<file path="src/rtl/cdb_arbiter_if.sv">
// Result-producer / common-data-bus bundle for cdb_arbiter: exe and mem result
// offers with their ready flags, the registered CDB broadcast and FIFO occupancies.
interface cdb_arbiter_if #(
   parameter int DEPTH  = 4,
   parameter int TAG_W  = 6,
   parameter int DATA_W = 32
);
   localparam int CNT_W = $clog2(DEPTH) + 1;

   logic              exe_valid;
   logic              exe_ready;
   logic [TAG_W-1:0]  exe_map;
   logic [DATA_W-1:0] exe_val;
   logic [31:0]       exe_instr_num;

   logic              mem_valid;
   logic              mem_ready;
   logic [TAG_W-1:0]  mem_map;
   logic [DATA_W-1:0] mem_val;
   logic [31:0]       mem_instr_num;

   logic              cdb_valid;
   logic [TAG_W-1:0]  cdb_map;
   logic [DATA_W-1:0] cdb_val;
   logic [31:0]       cdb_instr_num;
   logic              cdb_src;

   logic [CNT_W-1:0]  exe_count;
   logic [CNT_W-1:0]  mem_count;

   modport master (
      output exe_valid, exe_map, exe_val, exe_instr_num,
      output mem_valid, mem_map, mem_val, mem_instr_num,
      input  exe_ready, mem_ready,
      input  cdb_valid, cdb_map, cdb_val, cdb_instr_num, cdb_src,
      input  exe_count, mem_count
   );

   modport slave (
      input  exe_valid, exe_map, exe_val, exe_instr_num,
      input  mem_valid, mem_map, mem_val, mem_instr_num,
      output exe_ready, mem_ready,
      output cdb_valid, cdb_map, cdb_val, cdb_instr_num, cdb_src,
      output exe_count, mem_count
   );
endinterface

</file>
<file path="src/rtl/cdb_arbiter.sv">
// Two-source result FIFOs draining one entry per cycle onto a registered CDB.
// Default: mem-first with an exe starvation override; define CDB_AGE_PRIORITY_EN for oldest-first.
module cdb_arbiter #(
   parameter int DEPTH      = 4,
   parameter int TAG_W      = 6,
   parameter int DATA_W     = 32,
   parameter int STARVE_MAX = 3
) (
   input  logic         CLK,
   input  logic         RESET,
   input  logic         FLUSH,
   cdb_arbiter_if.slave bus
);
   localparam int PTR_W   = $clog2(DEPTH);
   localparam int CNT_W   = PTR_W + 1;
   localparam int SRC_EXE = 0;
   localparam int SRC_MEM = 1;

   typedef struct packed {
      logic [TAG_W-1:0]  map;
      logic [DATA_W-1:0] val;
      logic [31:0]       instr_num;
   } entry_t;

   entry_t           fifo_q     [2][DEPTH];
   entry_t           fifo_d     [2][DEPTH];
   logic [PTR_W-1:0] wr_ptr_q   [2];
   logic [PTR_W-1:0] wr_ptr_d   [2];
   logic [PTR_W-1:0] rd_ptr_q   [2];
   logic [PTR_W-1:0] rd_ptr_d   [2];
   logic [CNT_W-1:0] cnt_q      [2];
   logic [CNT_W-1:0] cnt_d      [2];
   logic             ready_q    [2];
   logic             ready_d    [2];

   logic             cdb_valid_q;
   logic             cdb_valid_d;
   logic             cdb_src_q;
   logic             cdb_src_d;
   entry_t           cdb_entry_q;
   entry_t           cdb_entry_d;

   logic             in_valid_s [2];
   entry_t           in_entry_s [2];
   entry_t           head_s     [2];
   logic             nonempty_s [2];
   logic             push_s     [2];
   logic             store_s    [2];
   logic             pop_s      [2];
   logic             grant_mem_s;

`ifndef CDB_AGE_PRIORITY_EN
   localparam int STARVE_W = (STARVE_MAX < 1) ? 1 : $clog2(STARVE_MAX + 1);
   logic [STARVE_W-1:0] starve_q;
   logic [STARVE_W-1:0] starve_d;
`endif

   // Gather both producers into source-indexed arrays and expose the FIFO heads.
   always_comb begin
      in_valid_s[SRC_EXE] = bus.exe_valid;
      in_entry_s[SRC_EXE] = {bus.exe_map, bus.exe_val, bus.exe_instr_num};
      in_valid_s[SRC_MEM] = bus.mem_valid;
      in_entry_s[SRC_MEM] = {bus.mem_map, bus.mem_val, bus.mem_instr_num};
      for (int s = 0; s < 2; s++) begin
         head_s[s]     = fifo_q[s][rd_ptr_q[s]];
         nonempty_s[s] = (cnt_q[s] != '0);
      end
   end

   // Pick which head goes onto the CDB this cycle; only state at the start of the cycle is used.
   always_comb begin
      grant_mem_s = 1'b0;
      if (nonempty_s[SRC_EXE] && nonempty_s[SRC_MEM]) begin
`ifdef CDB_AGE_PRIORITY_EN
         grant_mem_s = !(head_s[SRC_EXE].instr_num < head_s[SRC_MEM].instr_num);
`else
         grant_mem_s = (starve_q != STARVE_W'(STARVE_MAX));
`endif
      end else if (nonempty_s[SRC_MEM]) begin
         grant_mem_s = 1'b1;
      end else begin
         grant_mem_s = 1'b0;
      end
      pop_s[SRC_EXE] = nonempty_s[SRC_EXE] && !grant_mem_s;
      pop_s[SRC_MEM] = nonempty_s[SRC_MEM] && grant_mem_s;
   end

   // Next-state for FIFOs, CDB registers and starvation counter; FLUSH overrides everything.
   always_comb begin
      for (int s = 0; s < 2; s++) begin
         fifo_d[s]   = fifo_q[s];
         wr_ptr_d[s] = wr_ptr_q[s];
         rd_ptr_d[s] = rd_ptr_q[s];
         cnt_d[s]    = cnt_q[s];
         ready_d[s]  = ready_q[s];
         push_s[s]   = in_valid_s[s] && ready_q[s];
         // Tag 0 is the null register: complete the handshake but drop the result.
         store_s[s]  = push_s[s] && (in_entry_s[s].map != '0);
      end
      cdb_valid_d = 1'b0;
      cdb_src_d   = cdb_src_q;
      cdb_entry_d = cdb_entry_q;
`ifndef CDB_AGE_PRIORITY_EN
      starve_d    = starve_q;
`endif

      if (FLUSH) begin
         for (int s = 0; s < 2; s++) begin
            for (int i = 0; i < DEPTH; i++) begin
               fifo_d[s][i] = '0;
            end
            wr_ptr_d[s] = '0;
            rd_ptr_d[s] = '0;
            cnt_d[s]    = '0;
            ready_d[s]  = 1'b1;
         end
         cdb_valid_d = 1'b0;
         cdb_src_d   = 1'b0;
         cdb_entry_d = '0;
`ifndef CDB_AGE_PRIORITY_EN
         starve_d    = '0;
`endif
      end else begin
         for (int s = 0; s < 2; s++) begin
            if (store_s[s]) begin
               fifo_d[s][wr_ptr_q[s]] = in_entry_s[s];
               wr_ptr_d[s]            = wr_ptr_q[s] + PTR_W'(1);
            end else begin
               wr_ptr_d[s] = wr_ptr_q[s];
            end
            if (pop_s[s]) begin
               rd_ptr_d[s] = rd_ptr_q[s] + PTR_W'(1);
            end else begin
               rd_ptr_d[s] = rd_ptr_q[s];
            end
            cnt_d[s]   = cnt_q[s] + CNT_W'(store_s[s]) - CNT_W'(pop_s[s]);
            ready_d[s] = (cnt_d[s] != CNT_W'(DEPTH));
         end

         cdb_valid_d = pop_s[SRC_EXE] || pop_s[SRC_MEM];
         if (pop_s[SRC_MEM]) begin
            cdb_entry_d = head_s[SRC_MEM];
            cdb_src_d   = 1'b1;
         end else if (pop_s[SRC_EXE]) begin
            cdb_entry_d = head_s[SRC_EXE];
            cdb_src_d   = 1'b0;
         end else begin
            cdb_entry_d = cdb_entry_q;
            cdb_src_d   = cdb_src_q;
         end

`ifndef CDB_AGE_PRIORITY_EN
         if (!nonempty_s[SRC_EXE] || pop_s[SRC_EXE]) begin
            starve_d = '0;
         end else begin
            starve_d = starve_q + STARVE_W'(1);
         end
`endif
      end
   end

   // State registers with asynchronous active-low reset.
   always_ff @(posedge CLK or negedge RESET) begin
      if (!RESET) begin
         for (int s = 0; s < 2; s++) begin
            for (int i = 0; i < DEPTH; i++) begin
               fifo_q[s][i] <= '0;
            end
            wr_ptr_q[s] <= '0;
            rd_ptr_q[s] <= '0;
            cnt_q[s]    <= '0;
            ready_q[s]  <= 1'b1;
         end
         cdb_valid_q <= 1'b0;
         cdb_src_q   <= 1'b0;
         cdb_entry_q <= '0;
`ifndef CDB_AGE_PRIORITY_EN
         starve_q    <= '0;
`endif
      end else begin
         for (int s = 0; s < 2; s++) begin
            for (int i = 0; i < DEPTH; i++) begin
               fifo_q[s][i] <= fifo_d[s][i];
            end
            wr_ptr_q[s] <= wr_ptr_d[s];
            rd_ptr_q[s] <= rd_ptr_d[s];
            cnt_q[s]    <= cnt_d[s];
            ready_q[s]  <= ready_d[s];
         end
         cdb_valid_q <= cdb_valid_d;
         cdb_src_q   <= cdb_src_d;
         cdb_entry_q <= cdb_entry_d;
`ifndef CDB_AGE_PRIORITY_EN
         starve_q    <= starve_d;
`endif
      end
   end

   assign bus.exe_ready     = ready_q[SRC_EXE];
   assign bus.mem_ready     = ready_q[SRC_MEM];
   assign bus.exe_count     = cnt_q[SRC_EXE];
   assign bus.mem_count     = cnt_q[SRC_MEM];
   assign bus.cdb_valid     = cdb_valid_q;
   assign bus.cdb_src       = cdb_src_q;
   assign bus.cdb_map       = cdb_entry_q.map;
   assign bus.cdb_val       = cdb_entry_q.val;
   assign bus.cdb_instr_num = cdb_entry_q.instr_num;

endmodule

</file>
<file path="src/flat_wrapper.sv">
// flat-port wrapper written by rule: the top's interface ports become plain ports
module cdb_arbiter_flat 
#(
   parameter int DEPTH      = 4,
   parameter int TAG_W      = 6,
   parameter int DATA_W     = 32,
   parameter int STARVE_MAX = 3
)
  (CLK, RESET, FLUSH, bus_exe_valid, bus_exe_map, bus_exe_val, bus_exe_instr_num, bus_mem_valid, bus_mem_map, bus_mem_val, bus_mem_instr_num, bus_exe_ready, bus_mem_ready, bus_cdb_valid, bus_cdb_map, bus_cdb_val, bus_cdb_instr_num, bus_cdb_src, bus_exe_count, bus_mem_count);
  cdb_arbiter_if #(.DEPTH(DEPTH), .TAG_W(TAG_W), .DATA_W(DATA_W)) bus_i ();
  input  logic CLK;
  input  logic RESET;
  input  logic FLUSH;
  input wire logic [$bits(bus_i.exe_valid)-1:0] bus_exe_valid;
  input wire logic [$bits(bus_i.exe_map)-1:0] bus_exe_map;
  input wire logic [$bits(bus_i.exe_val)-1:0] bus_exe_val;
  input wire logic [$bits(bus_i.exe_instr_num)-1:0] bus_exe_instr_num;
  input wire logic [$bits(bus_i.mem_valid)-1:0] bus_mem_valid;
  input wire logic [$bits(bus_i.mem_map)-1:0] bus_mem_map;
  input wire logic [$bits(bus_i.mem_val)-1:0] bus_mem_val;
  input wire logic [$bits(bus_i.mem_instr_num)-1:0] bus_mem_instr_num;
  output wire logic [$bits(bus_i.exe_ready)-1:0] bus_exe_ready;
  output wire logic [$bits(bus_i.mem_ready)-1:0] bus_mem_ready;
  output wire logic [$bits(bus_i.cdb_valid)-1:0] bus_cdb_valid;
  output wire logic [$bits(bus_i.cdb_map)-1:0] bus_cdb_map;
  output wire logic [$bits(bus_i.cdb_val)-1:0] bus_cdb_val;
  output wire logic [$bits(bus_i.cdb_instr_num)-1:0] bus_cdb_instr_num;
  output wire logic [$bits(bus_i.cdb_src)-1:0] bus_cdb_src;
  output wire logic [$bits(bus_i.exe_count)-1:0] bus_exe_count;
  output wire logic [$bits(bus_i.mem_count)-1:0] bus_mem_count;
  assign bus_i.exe_valid = bus_exe_valid;
  assign bus_i.exe_map = bus_exe_map;
  assign bus_i.exe_val = bus_exe_val;
  assign bus_i.exe_instr_num = bus_exe_instr_num;
  assign bus_i.mem_valid = bus_mem_valid;
  assign bus_i.mem_map = bus_mem_map;
  assign bus_i.mem_val = bus_mem_val;
  assign bus_i.mem_instr_num = bus_mem_instr_num;
  assign bus_exe_ready = bus_i.exe_ready;
  assign bus_mem_ready = bus_i.mem_ready;
  assign bus_cdb_valid = bus_i.cdb_valid;
  assign bus_cdb_map = bus_i.cdb_map;
  assign bus_cdb_val = bus_i.cdb_val;
  assign bus_cdb_instr_num = bus_i.cdb_instr_num;
  assign bus_cdb_src = bus_i.cdb_src;
  assign bus_exe_count = bus_i.exe_count;
  assign bus_mem_count = bus_i.mem_count;
  cdb_arbiter #(.DEPTH(DEPTH), .TAG_W(TAG_W), .DATA_W(DATA_W), .STARVE_MAX(STARVE_MAX)) u_core (.CLK(CLK), .RESET(RESET), .FLUSH(FLUSH), .bus(bus_i));
endmodule
</file>
<file path="config.mk">
export PLATFORM = sky130hd
export DESIGN_NAME = cdb_arbiter_flat
export DESIGN_NICKNAME = d
export VERILOG_FILES = /design/src/rtl/cdb_arbiter_if.sv /design/src/rtl/cdb_arbiter.sv /design/src/flat_wrapper.sv
export SDC_FILE = /design/constraint.sdc
export NUM_CORES = 1
export LEC_CHECK = 0
export ABC_AREA = 1
export CORE_MARGIN = 4
export CORE_UTILIZATION = 40
export DETAILED_ROUTE_END_ITERATION = 8
export GPL_TIMING_DRIVEN = 0
export PLACE_DENSITY = 0.71
export SKIP_CTS_REPAIR_TIMING = 1
export SYNTH_ARGS = -nofsm -noshare
export SYNTH_HDL_FRONTEND = slang
export SYNTH_SLANG_ARGS = --single-unit
</file>
<file path="constraint.sdc">
create_clock -name CLK -period 2.2 [get_ports CLK]
set_input_delay 0.66 -clock CLK [delete_from_list [all_inputs] [get_ports CLK]]
set_output_delay 0.66 -clock CLK [all_outputs]
set_load 0.02 [all_outputs]
</file>
==> reports/results.tsv, run 1 <==
stage	metric	value	unit
placed_design	pre_cts_slack	-858	ps
detailed_routing	avgViaCountPerCell	5.23	
pwr	seqPwrFrac	34.7	%
floorplan	initial_core_util	40.6	%
setup_path	worst-path-buf-inv	6	
setup_path	critical_path_class	flop to flop	
job	maxCapViolCount	0	
placed_design	io_buffers	224	
detailed_routing	first_pass_iters	6	
timing	grt_setup_unrepaired	yes	
layout	nFillCells	7644	
global_routing	grt_start_max_net_pins	121	
detailed_routing	vias	30400	
setup_path	cp.arrival	2890	ps
timing	fin_crit	2370	ps
timing	setup_slack	-173	ps
outcome	status	finished with violations	
logic_synthesis	synth_warnings	0	
layout	drive_above_1_share	9.24	%
timing	slew_viol_final	0	
logic_synthesis	yosysSeqAreaShare	50.4	%
logic_synthesis	synth_top_area_share	50.2	%
logic_synthesis	synth_area_leader_cell	dfrtp_1	
pwr	vdd_ir_drop_max	0.645	mV
layout	ff_latch_area	0.0163	mm2
pwr	switching_share	38.5	%
global_routing	grt_pass1_wl	165	mm
floorplan	design.core.area	0.0795	mm2
pwr	switchingPower	15.6	mW
global_routing	grt.total_usage	24.2	%
logic_synthesis	yosys-top-cells-area	dfrtp_1 50%, nand2_1 24%, nand3_1 14%, buf_2 3.3%, nor2_1 1.8%	
placed_design	place_congestion	0.910	
floorplan	ioPinCount	225	
clocking	clock_latency	620	ps
floorplan	fp.dieArea	0.0853	mm2
pwr	power_density	1040	mW/mm2
setup_path	critical_path.top_delay_family	adder cells	
clocking	cts_sinks	650	
timing	post-route-period-util	108	%
timing	worstMarginPinSlew	629	ps
clocking	cts_tree	done	
clocking	clk_pin_slew	60	ps
detailed_routing	wl_per_cell	18.3	um
pwr	p_int	24.9	mW
layout	syn2layout_area_growth	20.5	%
placed_design	dp_hpwl	77.7	mm
layout	multi_input_area	0.0138	mm2
outcome	violations	negative hold slack, negative setup slack	
timing	fin_skew	25.3	ps
setup_path	crit_required	2720	ps
setup_path	critPathMaxFanout	7	
logic_synthesis	ys_seq_elements	650	
layout	fin_area	0.0389	mm2
detailed_routing	first_iter_violations	3195	
worst_hold_path	min_path_type	input pin to asynchronous set/reset pin	
pwr	total_power	40.5	mW
pwr	power_leakage	21.8	nW
global_routing	grt-ovfl-total	0	
global_routing	antenna_found_initial	3	
setup_path	path_cells	inv_2 -> nand3_4 -> nand2_8 -> nand2_8 -> buf_12 -> nand2_8 -> inv_6 -> ha_4 -> inv_2 -> ha_4 -> inv_2 -> fa_2 -> xor2_1 -> nor2_1 -> buf_4	
floorplan	die_y	292	um
floorplan	num_rows	103	
global_routing	grt_pass1_vias	28800	
setup_path	end_kind	flop	
logic_synthesis	synth_cells	4386	
setup_path	crit_slowest_cell	dfrtp_2	
timing	max_freq	421	MHz
logic_synthesis	synth_edf_count	0	
logic_synthesis	synth_area_per_cell	7.36	um2
timing	final_hold_viol_count	14	
logic_synthesis	synthFlopType	dfrtp_1	
logic_synthesis	syn_nets	4545	
logic_synthesis	netlist_area	0.0323	mm2
clocking	cts_root_buffer	clkbuf_16	
layout	nNetsFinal	4869	
setup_path	start_kind	flop	
setup_path	max_stage_delay	440	ps
floorplan	die_w	292	um
pwr	clockPowerShare	30.2	%
placed_design	placed_area	0.0360	mm2
logic_synthesis	synth_most_common_cell	nand2_1	
clocking	h-tree-depth	3	
clocking	cts_inserted_buffers	69	
timing	finalSetupViolations	6	
logic_synthesis	synth.distinct_cells	29	
logic_synthesis	synth_commonest_cells	2043 x nand2_1, 918 x nand3_1, 648 x dfrtp_1, 214 x buf_2, 156 x nor2_1	
pwr	power_frac_comb	35.2	%
detailed_routing	drc	0	
timing	slew_headroom	58.0	%
logic_synthesis	async_flop_share	100	%
clocking	clockBufferDepth	3	
timing	timing.hold.ws	-22.9	ps
detailed_routing	finalWirelength	106	mm
detailed_routing	ant_nets	0	
==> cells by family (layout without fill, tap and decap cells) <==
kind of cell               Yosys count  in the layout  synth area share [%]
DFF                                650            650                  50.4
other                                0              1                     0
adders and majority gates           14             14                 0.589
AOI/OAI and AO/OA                    9              9                 0.147
and+or+nand+nor                   3205           3205                  41.7
buffers and inverters              503            879                  6.99
xor gates and xnor gates             5              5                 0.136
==> metrics by stage <==
stage	TNS (ps)	instances	util [%]	hold WS, ps
floorplan	-34.6	4386	-	364
global placement	-	5660	45.1	428
detailed placement	-374960	5666	45.3	430
CTS	-27910	5789	48.3	-18.1
global route	-969	5812	48.9	14.5
finish	-547	5813	48.9	-22.9
==> power by group through the flow <==
stage / Combinational (mW) / Sequential (mW) / Clock, mW
finish: 14.2 / 14.0 / 12.2
global route: 15.4 / 14.1 / 12.8
CTS: 13.6 / 14.0 / 12.3
detailed placement: 13.6 / 14.2 / 0
global placement: 13.3 / 14.2 / 0
floorplan: 7.78 / 14.4 / 0
==> worst paths after layout <==
kind | startpoint | to | slack [ps] | depth (start not counted)
max | u_core.bus.exe_count[1]$_DFF_PN0_ | u_core.bus.exe_count[2]$_DFF_PN0_ | -170 | 15
min | RESET | u_core.fifo_q[152]$_DFFE_PN0P_ | -20 | 1
max reg2reg | u_core.bus.exe_count[1]$_DFF_PN0_ | u_core.bus.exe_count[2]$_DFF_PN0_ | -170 | 15
min reg2reg | u_core.starve_q[0]$_DFF_PN0_ | u_core.starve_q[0]$_DFF_PN0_ | 450 | 1
max in group asynchronous | RESET | u_core.fifo_q[536]$_DFFE_PN0P_ | 800 | 3
min in group CLK | u_core.starve_q[0]$_DFF_PN0_ | u_core.starve_q[0]$_DFF_PN0_ | 450 | 1
==> sequential cells by signal, indices dropped and copies added, names as in the netlist <==
signal	flops
u_core.bus.cdb_val	32
u_core.bus.mem_count	3
u_core.bus.exe_ready	1
u_core.rd_ptr_q	4
u_core.fifo_q	560
u_core.starve_q	2
u_core.wr_ptr_q	4
u_core.bus.exe_count	3
u_core.bus.cdb_instr_num	32
u_core.bus.cdb_valid	1
u_core.bus.cdb_map	6
u_core.bus.cdb_src	1
u_core.bus.mem_ready	1
==> per-layer routing <==
layer | wire length (um) | vias up | share of wire [%] | track usage (%)
met4 | 4170 | 0 | 3.9 | 9.75
met3 | 7960 | 201 | 7.5 | 3.25
met1 | 44800 | 14400 | 42 | 33.4
met2 | 49500 | 1205 | 46 | 38.9
met5 | 0 | - | 0 | 0
li1 | - | 14600 | - | -
==> area by class of cell <==
| cell class | instances | area share, % |
|---|---|---|
| inverter | 176 | 1.75 |
| timing repair buffer | 254 | 7.18 |
| antenna | 1 | 0.00644 |
| sequential | 650 | 41.9 |
| buffer | 326 | 4.14 |
| clock buffer | 102 | 5.31 |
| clock inverter | 21 | 0.753 |
| multi-input combinational | 3233 | 35.6 |
| tap | 1050 | 3.38 |
==> layout by cell type, fill, tap and decap left out, types with 3 or more instances in the layout <==
master	count
xor2_1	3
inv_6	4
nand3_4	5
dfrtp_1	642
buf_4	48
nand4_1	70
nand3_1	918
clkbuf_2	7
inv_2	16
nand2_8	3
nand3_2	5
inv_4	5
clkinv_2	8
clkbuf_1	72
buf_16	6
dlymetal6s2s_1	80
clkdlybuf4s50_1	143
nand2_1	2042
clkinvlp_4	3
buf_2	212
clkbuf_8	15
inv_1	150
clkbuf_16	72
buf_1	23
o21ai_0	7
ha_1	9
dfrtp_2	6
nor2_1	155
bufinv_16	6
(Power assumes the default switching activity.)
==> inputs of run 2 (changes only) <==
--- a/config.mk
+++ b/config.mk
@@ -6,12 +6,14 @@
 export NUM_CORES = 1
 export LEC_CHECK = 0
 export ABC_AREA = 1
+export CORE_ASPECT_RATIO = 0.7
 export CORE_MARGIN = 4
 export CORE_UTILIZATION = 40
 export DETAILED_ROUTE_END_ITERATION = 8
 export GPL_TIMING_DRIVEN = 0
 export PLACE_DENSITY = 0.71
 export SKIP_CTS_REPAIR_TIMING = 1
+export SKIP_LAST_GASP = 1
 export SYNTH_ARGS = -nofsm -noshare
 export SYNTH_HDL_FRONTEND = slang
 export SYNTH_SLANG_ARGS = --single-unit
==> run 2 against run 1 <==
Net effect: the flow finishes with violations (negative setup slack); highest routed layer is now met5; combinational power grew 4%; largest power group unchanged; sequential power is essentially flat; design area decreased by 0.45%.
==> reports/results.tsv, run 2 (synthesis results as in run 1) <==
stage	metric	value	unit	change
timing	final_hold_viol_count	0		-14
detailed_routing	finalWirelength	111	mm	+4.0%
floorplan	num_rows	86		-17%
timing	setup_slack	-194	ps	-20.5 ps
layout	layout_commonest_cell	nand2_1		
timing	slew_viol_final	0		unchanged
placed_design	io_buffers	224		unchanged
detailed_routing	ant_nets	0		unchanged
layout	drive_above_1_share	9.10	%	-0.14 points
placed_design	dp_hpwl	80.0	mm	+2.9%
timing	slew_headroom	49.4	%	-8.6 points
timing	grt_setup_unrepaired	yes		
global_routing	grt_pass1_wl	168	mm	+2.1%
placed_design	pre_cts_slack	-821	ps	+37.4 ps
outcome	status	finished with violations		
setup_path	start_kind	flop		
detailed_routing	vias	31300		+2.8%
clocking	cts_inserted_buffers	61		-12%
global_routing	antenna_found_initial	5		+2
timing	worstMarginPinSlew	759	ps	+130 ps
clocking	cts_sinks	650		unchanged
setup_path	critical_path_class	flop to flop		
clocking	clockBufferDepth	3		unchanged
worst_hold_path	min_path_type	input pin to asynchronous set/reset pin		
global_routing	grt_start_max_net_pins	114		-5.8%
layout	ff_latch_area	0.0163	mm2	about the same
timing	fin_crit	2390	ps	+20.5 ps
clocking	cts_tree	done		
layout	final_cell_mix	2042 x nand2_1, 916 x nand3_1, 641 x dfrtp_1		
detailed_routing	drc	0		unchanged
floorplan	die_w	347	um	+19%
timing	finalSetupViolations	5		-1
layout	syn2layout_area_growth	19.9	%	
pwr	power_density	1030	mW/mm2	-0.58%
clocking	clk_pin_slew	70	ps	about the same
clocking	clock_latency	660	ps	+40 ps
outcome	violations	negative setup slack		
timing	fin_skew	15.7	ps	-9.54 ps
detailed_routing	met2_wirelength	46.0	mm	-7.0%
detailed_routing	route.met3.wl	12.5	mm	+57%
timing	setup_tns	-589	ps	-41.8 ps
pwr	switching_share	39.6	%	+1.1 points
clocking	h-tree-depth	2		-1
placed_design	place_congestion	0.908		-0.24%
pwr	power_frac_comb	36.6	%	+1.4 points
global_routing	grt.total_usage	25.0	%	+0.83 points
layout	largest_reg_flops	560		unchanged
timing	timing.hold.ws	6.91	ps	+29.9 ps
setup_path	ff2ff_setup_slack	-190	ps	-20 ps
detailed_routing	top_layer	met5		
detailed_routing	wl_per_cell	19.1	um	+4.2%
layout	nNetsFinal	4860		-0.18%
floorplan	fp.dieArea	0.0854	mm2	about the same
floorplan	design.core.area	0.0793	mm2	-0.27%
pwr	clockPowerShare	28.5	%	-1.7 points
global_routing	grt_pass1_vias	29100		+0.99%
detailed_routing	first_iter_violations	3765		+18%
pwr	vdd_ir_drop_max	0.768	mV	+19%
setup_path	end_kind	flop		
detailed_routing	first_pass_iters	7		+1
layout	largest-register	u_core.fifo_q		
global_routing	grt-ovfl-total	0		unchanged
timing	post-route-period-util	109	%	+0.93 points
setup_path	critPathMaxFanout	8		+1
floorplan	ioPinCount	225		unchanged
setup_path	crit_required	2760	ps	+40 ps
pwr	switchingPower	15.8	mW	+1.7%
detailed_routing	avgViaCountPerCell	5.39		+3.0%
clocking	cts_root_buffer	clkbuf_16		
timing	max_freq	418	MHz	-0.85%
floorplan	die_y	246	um	-16%
detailed_routing	wl_met1	48.5	mm	+8.3%
setup_path	cp.arrival	2960	ps	+70 ps
layout	multi_input_area	0.0139	mm2	+0.28%
job	maxCapViolCount	0		unchanged
pwr	power_leakage	21.7	nW	-0.40%
floorplan	initial_core_util	40.7	%	+0.11 points
layout	nFillCells	7730		+1.1%
pwr	seqPwrFrac	34.9	%	+0.2 points
pwr	p_int	24.2	mW	-2.8%
run 2: path summary, 6_finish.rpt:
check                                                   from                           endpoint  cells past startpoint
setup / recovery           u_core.bus.mem_count[0]$_DFF_PN0_     u_core.bus.exe_ready$_DFF_PN1_                     14
hold / removal                                         RESET     u_core.fifo_q[396]$_DFFE_PN0P_                      2
setup reg to reg           u_core.bus.mem_count[0]$_DFF_PN0_     u_core.bus.exe_ready$_DFF_PN1_                     14
hold reg to reg               u_core.bus.cdb_src$_DFFE_PN0P_     u_core.bus.cdb_src$_DFFE_PN0P_                      2
max in group asynchronous                              RESET  u_core.bus.mem_count[0]$_DFF_PN0_                      4
min in group CLK              u_core.bus.cdb_src$_DFFE_PN0P_     u_core.bus.cdb_src$_DFFE_PN0P_                      2
run 2: metrics by stage:
stage | util, % | cell area (um2) | total power, mW | instances
5_1_grt | 48.8 | 38700 | 41.8 | 5803
2_1_floorplan | - | 32300 | 22.2 | 4386
4_1_cts | 48.1 | 38200 | 39.3 | 5781
3_5_place_dp | 45.5 | 36100 | 27.9 | 5672
6_report | 48.8 | 38700 | 40.0 | 5804
3_3_place_gp | 45.2 | 35900 | 27.7 | 5666
run 2: area by class of cell:
class,count,area share [%]
clock buffer,95,4.95
sequential,650,42.1
multi-input combinational,3233,35.9
buffer,327,4.16
inverter,176,1.74
antenna,1,0.00646
tap,1056,3.41
clock inverter,14,0.530
timing repair buffer,252,7.27
run 2: worst max-delay path: stages (launching register included):
cell and delay, ps:
dfrtp_2 420, inv_2 90, nand3_4 210, nand2_8 180, buf_12 150, nand2_8 60
inv_6 60, ha_4 180, inv_2 50, ha_4 120, inv_2 30, fa_2 320
xor2_1 150, nor2_2 150, nand3_2 100
run 2: routing by layer:
| metal | track usage, % | vias to the layer above |
|---|---|---|
| met4 | 7.45 | 6 |
| met3 | 7.26 | 193 |
| met1 | 36.6 | 15100 |
| met5 | 1.87 | - |
| li1 | - | 14500 |
| met2 | 35.6 | 1480 |
run 2: power by group through the flow:
| stage | sequential (mW) | combinational (mW) | clock, mW |
|---|---|---|---|
| final | 14.0 | 14.7 | 11.4 |
| after floorplan | 14.4 | 7.78 | 0 |
| after global placement | 14.2 | 13.5 | 0 |
| after detailed placement | 14.1 | 13.7 | 0 |
| after global routing | 14.1 | 15.7 | 12.0 |
| after CTS | 14.0 | 13.8 | 11.5 |
